--- config.mk ---
export PLATFORM = sky130hd
export DESIGN_NAME = sys1_input_ctrl
export DESIGN_NICKNAME = d
export VERILOG_FILES = /design/src/rtl/sys1_input_pkg.sv /design/src/rtl/sys1_spin_accum.sv /design/src/rtl/sys1_input_ctrl.sv
export SDC_FILE = /design/constraint.sdc
export NUM_CORES = 1
export LEC_CHECK = 0
export ABC_AREA = 1
export CAP_MARGIN = 10
export CORE_MARGIN = 1.5
export CORE_UTILIZATION = 35
export DETAILED_ROUTE_END_ITERATION = 12
export GPL_TIMING_DRIVEN = 1
export HOLD_SLACK_MARGIN = 0.05
export PLACE_DENSITY = 0.66
export RECOVER_POWER = 100
export SLEW_MARGIN = 30
export SYNTH_ARGS = -nofsm -noshare
export SYNTH_HDL_FRONTEND = slang
export SYNTH_HIERARCHICAL = 1
export SYNTH_SLANG_ARGS = --single-unit
--- constraint.sdc ---
create_clock -name clk_sys -period 5.6 [get_ports clk_sys]
set_clock_uncertainty 0.1 [all_clocks]
set_input_delay 1.12 -clock clk_sys [delete_from_list [all_inputs] [get_ports clk_sys]]
set_output_delay 1.12 -clock clk_sys [all_outputs]
set_load 0.01 [all_outputs]
--- src/rtl/sys1_input_pkg.sv ---
// Shared definitions for the System 1 input controller.
// Joystick and sysmode bit positions, coin stretcher states, sign-extension helper.
// Pure declarations; no logic, no latency.
package sys1_input_pkg;

  // Joystick bit positions (joy1|joy2 combined word)
  localparam int JOY_R    = 0;
  localparam int JOY_L    = 1;
  localparam int JOY_D    = 2;
  localparam int JOY_U    = 3;
  localparam int JOY_T1   = 4;
  localparam int JOY_T2   = 5;
  localparam int JOY_T3   = 6;
  localparam int JOY_T4   = 7;
  localparam int JOY_T5   = 8;
  localparam int JOY_ST1  = 9;
  localparam int JOY_ST2  = 10;
  localparam int JOY_COIN = 11;

  // sysmode bit positions
  localparam int SYS_DUAL = 3;
  localparam int SYS_SPIN = 5;

  // Coin stretcher states
  typedef enum logic [1:0] {
    IDLE     = 2'd0,
    HOLD     = 2'd1,
    WAIT_REL = 2'd2
  } coin_state_e;

  // Sign-extend an 8-bit delta to the 10-bit accumulation width
  function automatic logic [9:0] sext8(input logic [7:0] v);
    return {{2{v[7]}}, v};
  endfunction

endpackage

--- src/rtl/sys1_spin_accum.sv ---
// Spinner position accumulator: edge detect, mouse/spinner arbitration, delta sum.
// spin_pos updates on the clock edge that samples the event; o_spin_nxt is its combinational next value.
// No backpressure: events arriving while halted are discarded.
module sys1_spin_accum
  import sys1_input_pkg::*;
#(
  parameter int STEP        = 1,
  parameter int FAST_STEP   = 4,
  parameter int MOUSE_SHIFT = 1
) (
  input  logic       clk_sys,
  input  logic       reset_n,
  input  logic       i_vs,
  input  logic       i_halt_n,
  input  logic       i_mouse_tog,
  input  logic [8:0] i_mouse_x,
  input  logic       i_spin_tog,
  input  logic [7:0] i_spin_dx,
  input  logic       i_right,
  input  logic       i_left,
  input  logic       i_fast,
  output logic       o_frame_tick,
  output logic [7:0] o_spin_nxt,
  output logic [7:0] o_spin_pos
);

  logic              r_vs_d;
  logic              r_mouse_tog_d;
  logic              r_spin_tog_d;
  logic              r_use_mouse;
  logic [7:0]        r_spin_pos;

  logic              w_mouse_evt;
  logic              w_spin_evt;
  logic              w_use_mouse_nxt;
  logic signed [8:0] w_mouse_x;
  logic signed [8:0] w_mouse_sh;
  logic [9:0]        w_step;
  logic [9:0]        w_sum;
  logic              w_unused_sum_hi;

  assign o_frame_tick = i_vs & ~r_vs_d;
  assign w_mouse_evt  = i_mouse_tog ^ r_mouse_tog_d;
  assign w_spin_evt   = i_spin_tog ^ r_spin_tog_d;

  assign w_mouse_x  = i_mouse_x;
  assign w_mouse_sh = w_mouse_x >>> MOUSE_SHIFT;
  assign w_step     = i_fast ? 10'(FAST_STEP) : 10'(STEP);

  // Source arbitration: a mouse packet claims the position, a spinner sample takes it back and wins ties
  always_comb begin
    w_use_mouse_nxt = r_use_mouse;
    if (w_spin_evt) begin
      w_use_mouse_nxt = 1'b0;
    end else if (w_mouse_evt) begin
      w_use_mouse_nxt = 1'b1;
    end
  end

  // Single-cycle delta sum; the source decision applies to the event that caused it
  always_comb begin
    w_sum = '0;
    if (w_mouse_evt && w_use_mouse_nxt) begin
      w_sum = w_sum + {w_mouse_sh[8], w_mouse_sh};
    end
    // A spinner event always forces the spinner as source, so its term is never masked
    if (w_spin_evt) begin
      w_sum = w_sum + sext8(i_spin_dx);
    end
    if (o_frame_tick) begin
      if (i_right && !i_left) begin
        w_sum = w_sum + w_step;
      end else if (i_left && !i_right) begin
        w_sum = w_sum - w_step;
      end
    end
  end

  // Position wraps modulo 256; the upper sum bits only matter for sign during accumulation
  assign w_unused_sum_hi = ^w_sum[9:8];
  assign o_spin_nxt      = i_halt_n ? (r_spin_pos + w_sum[7:0]) : r_spin_pos;
  assign o_spin_pos      = r_spin_pos;

  // Edge-detect history, source flag and position register
  always_ff @(posedge clk_sys or negedge reset_n) begin
    if (!reset_n) begin
      r_vs_d        <= 1'b0;
      r_mouse_tog_d <= 1'b0;
      r_spin_tog_d  <= 1'b0;
      r_use_mouse   <= 1'b0;
      r_spin_pos    <= 8'd0;
    end else begin
      r_vs_d        <= i_vs;
      r_mouse_tog_d <= i_mouse_tog;
      r_spin_tog_d  <= i_spin_tog;
      r_use_mouse   <= w_use_mouse_nxt;
      r_spin_pos    <= o_spin_nxt;
    end
  end

endmodule

--- src/rtl/sys1_input_ctrl.sv ---
// Builds the active-low System 1 input bytes from joystick, PS/2 mouse and spinner.
// Outputs registered: 1 clk_sys cycle from any input change.
// No backpressure; coin stretch and spinner position freeze while halt_n is low.
module sys1_input_ctrl
  import sys1_input_pkg::*;
#(
  parameter int STEP        = 1,
  parameter int FAST_STEP   = 4,
  parameter int MOUSE_SHIFT = 1,
  parameter int COIN_FRAMES = 3
) (
  input  logic        clk_sys,
  input  logic        reset_n,
  input  logic [7:0]  sysmode,
  input  logic [15:0] joy,
  input  logic [24:0] ps2_mouse,
  input  logic [8:0]  spinner_0,
  input  logic        vs,
  input  logic        halt_n,
  output logic [7:0]  inp0,
  output logic [7:0]  inp1,
  output logic [7:0]  inp2,
  output logic [7:0]  spin_pos
);

  localparam int CNT_W = (COIN_FRAMES < 2) ? 1 : $clog2(COIN_FRAMES + 1);

  coin_state_e      r_state;
  coin_state_e      w_state_nxt;
  logic [CNT_W-1:0] r_cnt;
  logic [CNT_W-1:0] w_cnt_nxt;
  logic             r_coin_d;
  logic [7:0]       r_inp01;
  logic [7:0]       r_inp2;

  logic             w_frame_tick;
  logic [7:0]       w_spin_nxt;
  logic             w_coin;
  logic             w_coin_rise;
  logic             w_coin_act;
  logic             w_trig;
  logic [7:0]       w_inp01;
  logic [7:0]       w_inp2;
  logic             w_unused;

  assign w_unused = ^{sysmode[7:6], sysmode[4], sysmode[2:0],
                      ps2_mouse[23:16], ps2_mouse[7:5], ps2_mouse[3], joy[15:12]};

  sys1_spin_accum #(
    .STEP        (STEP),
    .FAST_STEP   (FAST_STEP),
    .MOUSE_SHIFT (MOUSE_SHIFT)
  ) u_spin_accum (
    .clk_sys      (clk_sys),
    .reset_n      (reset_n),
    .i_vs         (vs),
    .i_halt_n     (halt_n),
    .i_mouse_tog  (ps2_mouse[24]),
    .i_mouse_x    ({ps2_mouse[4], ps2_mouse[15:8]}),
    .i_spin_tog   (spinner_0[8]),
    .i_spin_dx    (spinner_0[7:0]),
    .i_right      (joy[JOY_R]),
    .i_left       (joy[JOY_L]),
    .i_fast       (joy[JOY_T2]),
    .o_frame_tick (w_frame_tick),
    .o_spin_nxt   (w_spin_nxt),
    .o_spin_pos   (spin_pos)
  );

  assign w_coin      = joy[JOY_COIN];
  assign w_coin_rise = w_coin & ~r_coin_d;

  // Coin stretcher state register
  always_ff @(posedge clk_sys or negedge reset_n) begin
    if (!reset_n) begin
      r_state  <= IDLE;
      r_cnt    <= '0;
      r_coin_d <= 1'b0;
    end else begin
      r_state  <= w_state_nxt;
      r_cnt    <= w_cnt_nxt;
      r_coin_d <= w_coin;
    end
  end

  // Coin stretcher next state: hold for COIN_FRAMES unhalted frames, then wait for release
  always_comb begin
    w_state_nxt = r_state;
    w_cnt_nxt   = r_cnt;
    case (r_state)
      IDLE: begin
        if (w_coin_rise) begin
          w_state_nxt = HOLD;
          w_cnt_nxt   = CNT_W'(COIN_FRAMES);
        end
      end
      HOLD: begin
        if (w_frame_tick && halt_n) begin
          if (r_cnt == '0 || r_cnt == CNT_W'(1)) begin
            w_state_nxt = WAIT_REL;
            w_cnt_nxt   = '0;
          end else begin
            w_cnt_nxt   = r_cnt - CNT_W'(1);
          end
        end
      end
      WAIT_REL: begin
        if (!w_coin) begin
          w_state_nxt = IDLE;
        end
      end
      default: begin
        w_state_nxt = IDLE;
        w_cnt_nxt   = '0;
      end
    endcase
  end

  // Use the next state and next position so every output is one cycle behind its inputs
  assign w_coin_act = (w_state_nxt == HOLD);
  assign w_trig     = joy[JOY_T1] | (|ps2_mouse[2:0]);

  // Output byte selection: spinner mode beats dual-stick beats standard
  always_comb begin
    w_inp01 = 8'hFF;
    w_inp2  = 8'hFF;
    if (sysmode[SYS_SPIN]) begin
      w_inp01 = ~w_spin_nxt;
      w_inp2  = ~{w_trig, w_trig, joy[JOY_ST2], joy[JOY_ST1], 3'b000, w_coin_act};
    end else if (sysmode[SYS_DUAL]) begin
      w_inp01 = ~{joy[JOY_L], joy[JOY_R], joy[JOY_U], joy[JOY_D],
                  joy[JOY_T2], joy[JOY_T1], joy[JOY_T4], joy[JOY_T3]};
      w_inp2  = ~{joy[JOY_T5], joy[JOY_T5], joy[JOY_ST2], joy[JOY_ST1], 3'b000, w_coin_act};
    end else begin
      w_inp01 = ~{joy[JOY_L], joy[JOY_R], joy[JOY_U], joy[JOY_D],
                  1'b0, joy[JOY_T2], joy[JOY_T1], joy[JOY_T3]};
      w_inp2  = ~{2'b00, joy[JOY_ST2], joy[JOY_ST1], 3'b000, w_coin_act};
    end
  end

  // Output registers, idle high (active-low inputs)
  always_ff @(posedge clk_sys or negedge reset_n) begin
    if (!reset_n) begin
      r_inp01 <= 8'hFF;
      r_inp2  <= 8'hFF;
    end else begin
      r_inp01 <= w_inp01;
      r_inp2  <= w_inp2;
    end
  end

  assign inp0 = r_inp01;
  assign inp1 = r_inp01;
  assign inp2 = r_inp2;

endmodule
; Word level (Yosys, flattened, before mapping)
; Cells that the tools add are included.
[word_totals]
output_inout_bits = 32
latch_bits = 0
register_bits = 33
romBits = 0
memories = 0
input_bits = 62
mem_bits_rw = 0
elab_cells = 68
[classes]
eq_ne = 6
n_reduce_logical = 11
order_cmp = 0
add_sub_neg = 5
mul = 0
shifts = 0
n_bitwise = 14
div = 0
mux = 22
[op_table]
columns = op, n
row1 = $mux W8, 10
row2 = $not A8 Y8, 5
row3 = $add A8 B8 Y8, 3
row4 = $mux W2, 7
row5 = $pmux W2 S3, 2
row6 = $not A6 Y8, 1
row7 = $sub A8 B8 Y8, 1
row8 = $eq A2 B1 Y1 const B, 3
row9 = $logic_and A1 B1 Y1, 4
row10 = $logic_not A2 Y1, 2
row11 = $ne A2 B2 Y1 const B, 2
row12 = $mux W3, 1
row13 = $not A1 Y1, 3
row14 = $reduce_and A3 Y1, 1
row15 = $reduce_or A3 Y1, 1
row16 = $and A1 B1 Y1, 2
row17 = $eq A2 B2 Y1 const B, 1
row18 = $logic_not A1 Y1, 2
row19 = $mux W1, 2
row20 = $sub A2 B1 Y2 const B, 1
row21 = $xor A1 B1 Y1, 2
row22 = $logic_or A1 B1 Y1, 1
row23 = $or A1 B1 Y1, 1

; Longest topological paths before layout
; Gate-level depths: netlist of run 1.
[depth]
word_depth = 15
ltp_mapped = 34
mapped_depth_nobuf = 34

; By module
; The synthesis of run 1 kept the hierarchy.
[by_module_without_submodules]
columns = module, area_per_inst_um2, seq_area_each_um2, cells_each, instances
row1 = sys1_spin_accum, 1692.9, 275.3, 269, 1
row2 = sys1_input_ctrl, 807.0, 440.4, 85, 1

; Worst setup path after synthesis of run 1
; Ideal clock, no wire load.
[synth_path]
path_type = input-to-reg
from = input ps2_mouse[24]
to = register r_inp01[7], in the netlist inp0[7]
setup_time_ns = 0.075
path_stages = 30
arrival_time_ns = 4.729
path_slack_ns = 0.696
n_path_buf = 0
required_ns = 5.425
cell_sequence = nor2_1 > nor2_4 > nand2_4 > nor2_1 > ha_1 > fa_1 > xnor2_1 > o22ai_1 > ha_1 > nor2_1 > o21ai_0 > nor2_1 > nand3_1 > a21oi_1 > xor2_1 > inv_1 > ha_1 > nand2_1 > a21oi_1 > a211oi_1 > nand2_1 > inv_1 > nand2_1 > nand2_1 > inv_1 > nand4_1 > nand2_1 > nand3_1 > nand2_1 > mux2i_1
[synth_between]
elab_chain_len = 15
elab_cells_between_ends = 16
classes_between = add/sub: 4 / mux: 9 / bitwise: 2 / reduce/logical: 1
[synth_lines]
columns = item, line
row1 = "start, declared", sys1_input_ctrl.sv:16  ; input logic [24:0] ps2_mouse,
row2 = $xor A1 B1 Y1 (*), sys1_spin_accum.sv:43  ; assign w_mouse_evt = i_mouse_tog ^ r_mouse_tog_d;
row3 = $mux W1, sys1_spin_accum.sv:55  ; end else if (w_mouse_evt) begin
row4 = $mux W1, sys1_spin_accum.sv:53  ; if (w_spin_evt) begin
row5 = $logic_and A1 B1 Y1 (*), sys1_spin_accum.sv:63  ; if (w_mouse_evt && w_use_mouse_nxt) begin
row6 = $mux W8 (*), sys1_spin_accum.sv:63
row7 = $add A8 B8 Y8, sys1_spin_accum.sv:68  ; w_sum = w_sum + sext8(i_spin_dx);
row8 = $mux W8 (*), sys1_spin_accum.sv:67  ; if (w_spin_evt) begin
row9 = $sub A8 B8 Y8, sys1_spin_accum.sv:74  ; w_sum = w_sum - w_step;
row10 = $mux W8, sys1_spin_accum.sv:73  ; end else if (i_left && !i_right) begin
row11 = $mux W8, sys1_spin_accum.sv:71  ; if (i_right && !i_left) begin
row12 = $mux W8 (*), sys1_spin_accum.sv:70  ; if (o_frame_tick) begin
row13 = $add A8 B8 Y8 (*), sys1_spin_accum.sv:81  ; assign o_spin_nxt = i_halt_n ? (r_spin_pos + w_sum[7:0]) : r_spin_pos;
row14 = $mux W8 (*), sys1_spin_accum.sv:81
row15 = named net w_spin_nxt[7], sys1_input_ctrl.sv:37  ; logic [7:0] w_spin_nxt;
row16 = $not A8 Y8 (*), sys1_input_ctrl.sv:128  ; w_inp01 = ~w_spin_nxt;
row17 = $mux W8 (*), sys1_input_ctrl.sv:127  ; if (sysmode[SYS_SPIN]) begin
row18 = named net w_inp01[7], sys1_input_ctrl.sv:42  ; logic [7:0] w_inp01;
row19 = "end signal, assigned", sys1_input_ctrl.sv:147  ; r_inp01 <= w_inp01;
row20 = "end, declared", sys1_input_ctrl.sv:33  ; logic [7:0] r_inp01;
; Mark *: on every way through the listed nets, which the timed path passes. The rest lies on a longest branch.
; A chain may end at the register's enable or synchronous reset.

; Worst setup path in the final report of run 1
[layout_path]
from = input ps2_mouse[9]
to = register r_inp01[7], in the netlist inp0[7]
[layout_between]
elab_chain_len = 11
elab_cells_between_ends = 12
classes_between = add/sub: 4 / mux: 7 / bitwise: 1
[layout_lines]
columns = item, line
row1 = $mux W8 (*), sys1_spin_accum.sv:63
row2 = $add A8 B8 Y8, sys1_spin_accum.sv:68
row3 = $mux W8 (*), sys1_spin_accum.sv:67
row4 = $sub A8 B8 Y8, sys1_spin_accum.sv:74
row5 = $mux W8, sys1_spin_accum.sv:73
row6 = $mux W8, sys1_spin_accum.sv:71
row7 = $mux W8 (*), sys1_spin_accum.sv:70
row8 = $add A8 B8 Y8 (*), sys1_spin_accum.sv:81
row9 = $mux W8 (*), sys1_spin_accum.sv:81
row10 = named net w_spin_nxt[7], sys1_input_ctrl.sv:37
row11 = $not A8 Y8 (*), sys1_input_ctrl.sv:128
row12 = $mux W8 (*), sys1_input_ctrl.sv:127
row13 = named net w_inp01[7], sys1_input_ctrl.sv:42
; Marks and branches as above.

==> metrics.md, run 1 <==
| Metric | Value |
|---|---|
| Status | complete, no violations |
| Crit-path max cell delay | around 0.4 ns |
| Final hold vios | 0 |
| Final Util | 0.499 |
| Initial antenna violation count | 0 |
| VDD IR max | roughly 0.00025 V |
| Largest family of logic cells by synthesized area | simple AND/OR/NAND/NOR gates |
| Bufs and invs on worst path | 5 |
| Synth Register Bits | 28 |
| GRT Total Usage | 0.149 |
| Number of enable flip-flop cells after synthesis | 0 |
| Area Overhead vs Synth | 36.3% |
| Placed cells | 520 |
| Crit-path max FO | 4 |
| 1st-pass router iterations | 5 |
| Post-Route WL | approximately 5500 um |
| CTS tree | done |
| Final instance area | between 3000 and 4000 sq um |
| Syn Area/Cell | just over 7 sq um |
| Die area | around 7700 sq um |
| Post-DP HPWL | ~4600 um |
| Clk root buf | clkbuf_8 |
| FF+latch area | slightly above 700 sq um |
| Clock sink total | 28 |
| Compound-gate portion of the synthesized area | 0.0946 |
| Final Non-Filler Cells | between 500 and 600 |
| Max Cap Viol | 0 |
| Synth cell types | 33 |
| Placed cell area | between 3000 and 4000 sq um |
| Cells after Synth | roughly 350 |
| Worst rel slew slack | 0.0145 |
| Critical path capture point type | flip-flop |
| Lkg Pwr | between 1.5 and 2 nW |
| IO Port Bufs | 67 |
| Via count | about 2400 |
| WP data arrival | 5.16 ns |
| Largest net degree at the start of global routing | 29 |
| Min-Delay Path Class | reg2reg |
| Worst setup SP type | input port |
| Clk Latency, worst-skew pair | between 0.2 and 0.3 ns |
| Slowest-stage cell, CP | clkdlybuf4s50_1 |
| Total power | ~1.1 mW |
| Synth Area in Simple Gates | 0.305 |
| Adder-Cell Fraction of Synth Area | 0.121 |
| Multi-input logic area | between 1000 and 1500 sq um |
| Core box area | between 6000 and 7000 sq um |
| Vias per inst | around 4.6 |
| Cell mode on critical path | nand2_1 |
| Initial DRC count | 85 |
| Total CTS buffers | 3 |
| Slew @ Worst Pin | approximately 1.5 ns |
| Global-route wire length before repair | ~9200 um |
| Die height | 87.5 um |
| Wire per inst | about 10 um |
| Filler instances | 694 |
| Critical path required time | 5.69 ns |
| # diodes | 0 |
| GRT Residual Overflow | 0 |
| Area of the mapped netlist | between 2000 and 2500 sq um |
| Final period util | 0.906 |
| Final setup violation count | 0 |
| CTS max path bufs | 2 |
| Post-layout minimum cycle time | between 5 and 6 ns |
| Rows | 30 |
| Vias in the first global route | approximately 2200 |
| Register area share after synthesis | 0.286 |
| Fmax achieved | about 0.2 GHz |
| Setup CP Type | in2reg |
| Pwr/cell area | 314 nW/um^2 |
| Synthesis warning total | 6 |
| XOR/XNOR Fraction of Synth Area | 0.0245 |
| Number of H-tree levels | 1 |
| # Post-CTS Setup Buffers | 0 |
| Cell family with most CP delay | adder cells |
| Ys async rst share | 1.00 |
| Post-layout nets | just over 500 |
| Worst-path clk slew | 0.10 ns |
| # IOs | 94 |
| Top FF cell, synth | dfrtp_1 |
| Antenna viol nets, final | 0 |
| Die Width | 87.5 um |
| Share of cells above drive strength 1 | 0.152 |
| Starting density of the core | 0.366 |
| DRC viols | 0 |
| Routability Congestion | 0.836 |
| Mux cell area share after synthesis | 0.0200 |
| Final Max Slew Viols | 0 |
[worst reg2reg max path: cells and delay by family (launching register included)]
family | cells | cell delay [ns]
simple gates | 15 | 1.28
fa+ha+maj | 4 | 1.10
compound gates | 5 | 0.77
flops | 1 | 0.40
xor+xnor | 2 | 0.31
mux | 1 | 0.22
buf+inv | 3 | 0.18
[sequential cells by signal (all words and copies together) (netlist names)]
| signal | count |
|---|---|
| inp2 | 4 |
| r_cnt | 2 |
| u_spin_accum/o_spin_pos | 8 |
| r_state | 2 |
| inp0 | 8 |
| r_coin_d | 1 |
| u_spin_accum/r_vs_d | 1 |
| u_spin_accum/r_mouse_tog_d | 1 |
| u_spin_accum/r_spin_tog_d | 1 |
[kinds of logic (layout without fill, tap and decap cells)]
group / Yosys count / in the layout
AND/OR/NAND/NOR: 165 / 165
buffers and inverters: 83 / 155
AO/OA/AOI/OAI: 42 / 42
flip-flops: 28 / 28
adder cells (fa/ha/maj): 23 / 23
XOR/XNOR: 7 / 7
multiplexers: 5 / 5
other: 1 / 3
[through the flow]
step                      setup TNS (ns)  setup slack [ns]  hold WS, ns
final                                  0             0.524        0.438
after global routing            -0.00862          -0.00862        0.488
after detailed placement          -0.335            -0.280        0.426
after CTS                              0            0.0733        0.453
after floorplan                        0             0.696        0.400
after global placement            -0.303            -0.275        0.425
[cells in the mapped netlist, types with 2 or more instances]
| cell | count | share of area |
|---|---|---|
| nor2_2 | 3 | 0.0075 |
| nand2_2 | 8 | 0.020 |
| nand3_2 | 3 | 0.012 |
| inv_2 | 5 | 0.0075 |
| o21ai_2 | 2 | 0.0070 |
| nand2_1 | 88 | 0.13 |
| nor2_1 | 24 | 0.036 |
| nand2_4 | 4 | 0.018 |
| o21ai_0 | 18 | 0.036 |
| fa_1 | 2 | 0.016 |
| nand4_1 | 6 | 0.015 |
| o31ai_1 | 4 | 0.012 |
| xnor2_1 | 2 | 0.0070 |
| mux2i_1 | 5 | 0.020 |
| nand3_1 | 26 | 0.052 |
| ha_1 | 21 | 0.11 |
| buf_4 | 13 | 0.039 |
| xor2_1 | 5 | 0.018 |
| inv_1 | 62 | 0.093 |
| a21oi_1 | 14 | 0.028 |
| dfrtp_1 | 16 | 0.16 |
| dfstp_2 | 12 | 0.13 |
[metal layers]
metal	vias to the layer above	share of wire	GRT usage	routed length (um)
met4	0	0.0069	0.0361	38
met3	6	0.041	0.0322	224
met2	38	0.51	0.261	2780
met5	-	0	0	0
met1	1091	0.45	0.187	2450
li1	1251	-	-	-
[worst paths after layout]
| path | from | endpoint | slack (ns) | cells past startpoint |
|---|---|---|---|---|
| setup / recovery | ps2_mouse[9] | inp0[7] | 0.52 | 29 |
| hold / removal | u_spin_accum/o_spin_pos[0] | u_spin_accum/o_spin_pos[0] | 0.44 | 2 |
| setup reg to reg | u_spin_accum/r_mouse_tog_d | inp0[7] | 1.16 | 30 |
| hold reg to reg | u_spin_accum/o_spin_pos[0] | u_spin_accum/o_spin_pos[0] | 0.44 | 2 |
| max in group asynchronous | reset_n | r_cnt[0] | 2.93 | 2 |
| min in group asynchronous | reset_n | u_spin_accum/o_spin_pos[5] | 1.62 | 2 |
[final cells by class]
type	count	area share
clock buffer	3	0.0121
clock inverter	1	0.00881
inverter	69	0.0782
multi-input combinational	245	0.425
sequential	28	0.210
tap	96	0.0353
timing repair buffer	82	0.230
[cell usage in the layout, fill, tap and decap left out, drive strengths merged, types with 14 or more instances in the layout]
cell type        n
o21ai           20
ha              21
dfrtp           16
a21oi           14
dlygate4sd3     35
nand2          100
inv             69
nor2            28
clkdlybuf4s50   30
nand3           29
[what timing repair did]
item,in CTS,in global routing
hold buffers,0,0
resized for setup,2,10
setup endpoints to repair,1,3
pin swaps,0,8
[where the power goes]
part / total, mW / internal, mW / leakage (nW) / switching (mW)
clock network: 0.160 / 0.0958 / 0.0357 / 0.0643
registers: 0.332 / 0.285 / 0.320 / 0.0474
logic: 0.577 / 0.275 / 1.42 / 0.302
Note: power is estimated with default switching activity, not from simulation.
==> run 2: changes to the inputs <==
--- a/config.mk
+++ b/config.mk
@@ -14,6 +14,7 @@
 export HOLD_SLACK_MARGIN = 0.05
 export PLACE_DENSITY = 0.66
 export RECOVER_POWER = 100
+export REMOVE_ABC_BUFFERS = 1
 export SLEW_MARGIN = 30
 export SYNTH_ARGS = -nofsm -noshare
 export SYNTH_HDL_FRONTEND = slang
==> run 2 against run 1 <==
Against the previous run: sequential cell count did not move; highest routed layer unchanged; sequential power barely moved; maximum frequency fell by 3.1%; die area did not move; count of clock-buffer cells in the layout rose by 1; sequential share of layout area rose by 0.27 points; critical path depth rose by 3; register-to-register slack improved by 0.11 ns; largest power group unchanged; critical endpoint unchanged.
==> metrics.md, run 2 (synthesis results as in run 1) <==
| Metric | Value |
|---|---|
| Status | complete, no violations |
| Clk Latency, worst-skew pair | 0.27 ns (about the same) |
| Power share of the clock group | 0.120 (-0.030) |
| Wire per inst | 10.5 um (+0.32%) |
| Vias per inst | 4.57 (+0.37%) |
| Filler instances | 703 (+1.3%) |
| Fin Hold WS | 0.431 ns (-0.00646 ns) |
| 1st-pass router iterations | 4 (-1) |
| Worst-path clk slew | 0.09 ns (about the same) |
| WP data arrival | 5.34 ns (+0.18 ns) |
| Post-layout nets | 509 (-0.97%) |
| Commonest non-fill, non-tap cell in the layout | nand2_1 |
| Reg2Reg Capture Point | inp0[7] |
| DRC viols | 0 (unchanged) |
| Clock sink total | 28 (unchanged) |
| Post-DP HPWL | 4610 um (+0.88%) |
| Clk root buf | clkbuf_8 |
| Total power | 1.03 mW (-3.8%) |
| Cell mode on critical path | nand2_1 |
| Reg power frac | 0.326 (+0.015) |
| Met1 Resource Use GR | 0.186 (-0.00124) |
| Pre-CTS WS | -0.187 ns (+0.0931 ns) |
| Global-route wire length before repair | 9280 um (+0.67%) |
| Total CTS buffers | 3 (unchanged) |
| Slowest-stage cell, CP | clkdlybuf4s50_1 |
| Number of H-tree levels | 1 (unchanged) |
| Initial DRC count | 71 (-16%) |
| Most frequent cells in the layout | 88 x nand2_1, 62 x inv_1, 35 x dlygate4sd3_1, 31 x clkdlybuf4s50_1, 26 x nand3_1 |
| IO Port Bufs | 67 (unchanged) |
| Antenna viol nets, final | 0 (unchanged) |
| P_sw | 0.409 mW (-1.2%) |
| Min-Delay Path Class | reg2reg |
| Die height | 87.5 um (unchanged) |
| Pwr/cell area | 306 nW/um^2 (-2.5%) |
| # diodes | 0 (unchanged) |
| GRT Total Usage | 0.150 (+0.00101) |
| Final Non-Filler Cells | 519 (-0.95%) |
| Grt met3 use | 0.0275 (-0.00474) |
| Routability Congestion | 0.807 (-3.4%) |
| Share of cells above drive strength 1 | 0.144 (-0.00766) |
| Max Cap Viol | 0 (unchanged) |
| Placed cell area | 3270 sq um (-1.1%) |
| Met2 usage | 0.274 (+0.0133) |
| Vias in the first global route | 2176 (-2.7%) |
| Final setup violation count | 0 (unchanged) |
| Worst setup SP type | input port |
| Largest net degree at the start of global routing | 29 (unchanged) |
| Critical path required time | 5.71 ns (+0.02 ns) |
| Crit-path max cell delay | 0.49 ns (+0.09 ns) |
| Starting density of the core | 0.366 (unchanged) |
| Die area | 7660 sq um (unchanged) |
| Worst setup margin | 0.364 ns (-0.160 ns) |
| Sw frac | 0.397 (+0.0102) |
| Final period util | 0.935 (+0.0286) |
| Combinational power share | 0.554 (+0.014) |
| Placed cells | 515 (-0.96%) |
| Worst rel slew slack | 0.0477 (+0.0332) |
| Lkg Pwr | 1.73 nW (-2.4%) |
| Die Width | 87.5 um (unchanged) |
| Flop-to-flop setup slack | 1.27 ns (+0.11 ns) |
| VDD IR max | 0.000174 V (-29%) |
| Slew @ Worst Pin | 1.43 ns (-0.0498 ns) |
| GRT Residual Overflow | 0 (unchanged) |
| Pint | 0.620 mW (-5.4%) |
| Final instance area | 3360 sq um (-1.3%) |
| Critical path endpoint | inp0[7] |
| Final hold vios | 0 (unchanged) |
| Gr busiest metal | met2 |
| # Post-CTS Setup Buffers | 0 (unchanged) |
| Crit-path max FO | 5 (+1) |
| CTS tree | done |
| Area Overhead vs Synth | 34.5% |
| Rows | 30 (unchanged) |
| CTS max path bufs | 2 (unchanged) |
| Final Max Slew Viols | 0 (unchanged) |
| Via count | 2372 (-0.59%) |
| FF-to-FF Start | u_spin_accum/r_mouse_tog_d |
| Post-Route WL | 5470 um (-0.64%) |
| Critical path capture point type | flip-flop |
| Worst Reg2Reg Path Length in Cells | 30 (unchanged) |
| Core box area | 6830 sq um (unchanged) |
| Fmax achieved | 0.191 GHz (-3.1%) |
| Setup CP Type | in2reg |
| # IOs | 94 (unchanged) |
| Initial antenna violation count | 0 (unchanged) |
| Post-layout minimum cycle time | 5.24 ns (+0.160 ns) |
| Worst Setup SP | spinner_0[8] |
[run 2: worst max-delay path, delay by kind of cell]
| family | cells | cell delay, ns |
|---|---|---|
| xor gates and xnor gates | 2 | 0.38 |
| and+or+nand+nor | 16 | 1.21 |
| buffers and inverters | 4 | 0.67 |
| muxes | 1 | 0.14 |
| AOI/OAI and AO/OA | 5 | 0.71 |
| adders and majority gates | 4 | 1.10 |
[run 2: power groups by stage]
| stage | Combinational, mW | Sequential, mW | Clock (mW) |
|---|---|---|---|
| detailed placement | 0.588 | 0.342 | 0 |
| floorplan | 0.298 | 0.372 | 0 |
| CTS | 0.589 | 0.339 | 0.130 |
| global route | 0.643 | 0.347 | 0.140 |
| global placement | 0.572 | 0.339 | 0 |
| finish | 0.570 | 0.335 | 0.124 |
[run 2: repair_timing]
item / 4_1_cts / 5_1_grt
endpoints found under the setup margin: 0 / 3
hold buffers: 0 / 0
resized for setup: 0 / 10
[run 2: layer usage]
| layer | wire length [um] | vias up | part of all wire |
|---|---|---|---|
| li1 | - | 1240 | - |
| met1 | 2450 | 1077 | 0.45 |
| met2 | 2740 | 52 | 0.50 |
| met3 | 258 | 3 | 0.047 |
| met4 | 11 | 0 | 0.0020 |
| met5 | 0 | - | 0 |
[run 2: how the worst min path moves through the flow]
stage,start,endpoint,depth (start not counted)
4_1_cts,u_spin_accum/o_spin_pos[7],u_spin_accum/o_spin_pos[7],2
2_1_floorplan,r_cnt[0],r_cnt[0],2
3_5_place_dp,u_spin_accum/o_spin_pos[2],u_spin_accum/o_spin_pos[2],2
3_3_place_gp,u_spin_accum/o_spin_pos[7],u_spin_accum/o_spin_pos[7],2
5_1_grt,u_spin_accum/o_spin_pos[7],u_spin_accum/o_spin_pos[7],2
6_report,u_spin_accum/o_spin_pos[7],u_spin_accum/o_spin_pos[7],2
[run 2: layout make-up]
cell class / count / area [sq um] / share of cell area
multi-input combinational: 245 / 1460 / 0.435
tap: 96 / 120 / 0.0357
sequential: 28 / 716 / 0.213
timing repair buffer: 77 / 742 / 0.221
clock buffer: 4 / 55.1 / 0.0164
inverter: 69 / 267 / 0.0792
[run 2: through the flow]
step	util	setup TNS, ns
floorplan	-	0
global placement	0.479	-0.113
detailed placement	0.479	-0.286
CTS	0.487	0
global route	0.492	-0.0345
finish	0.492	0
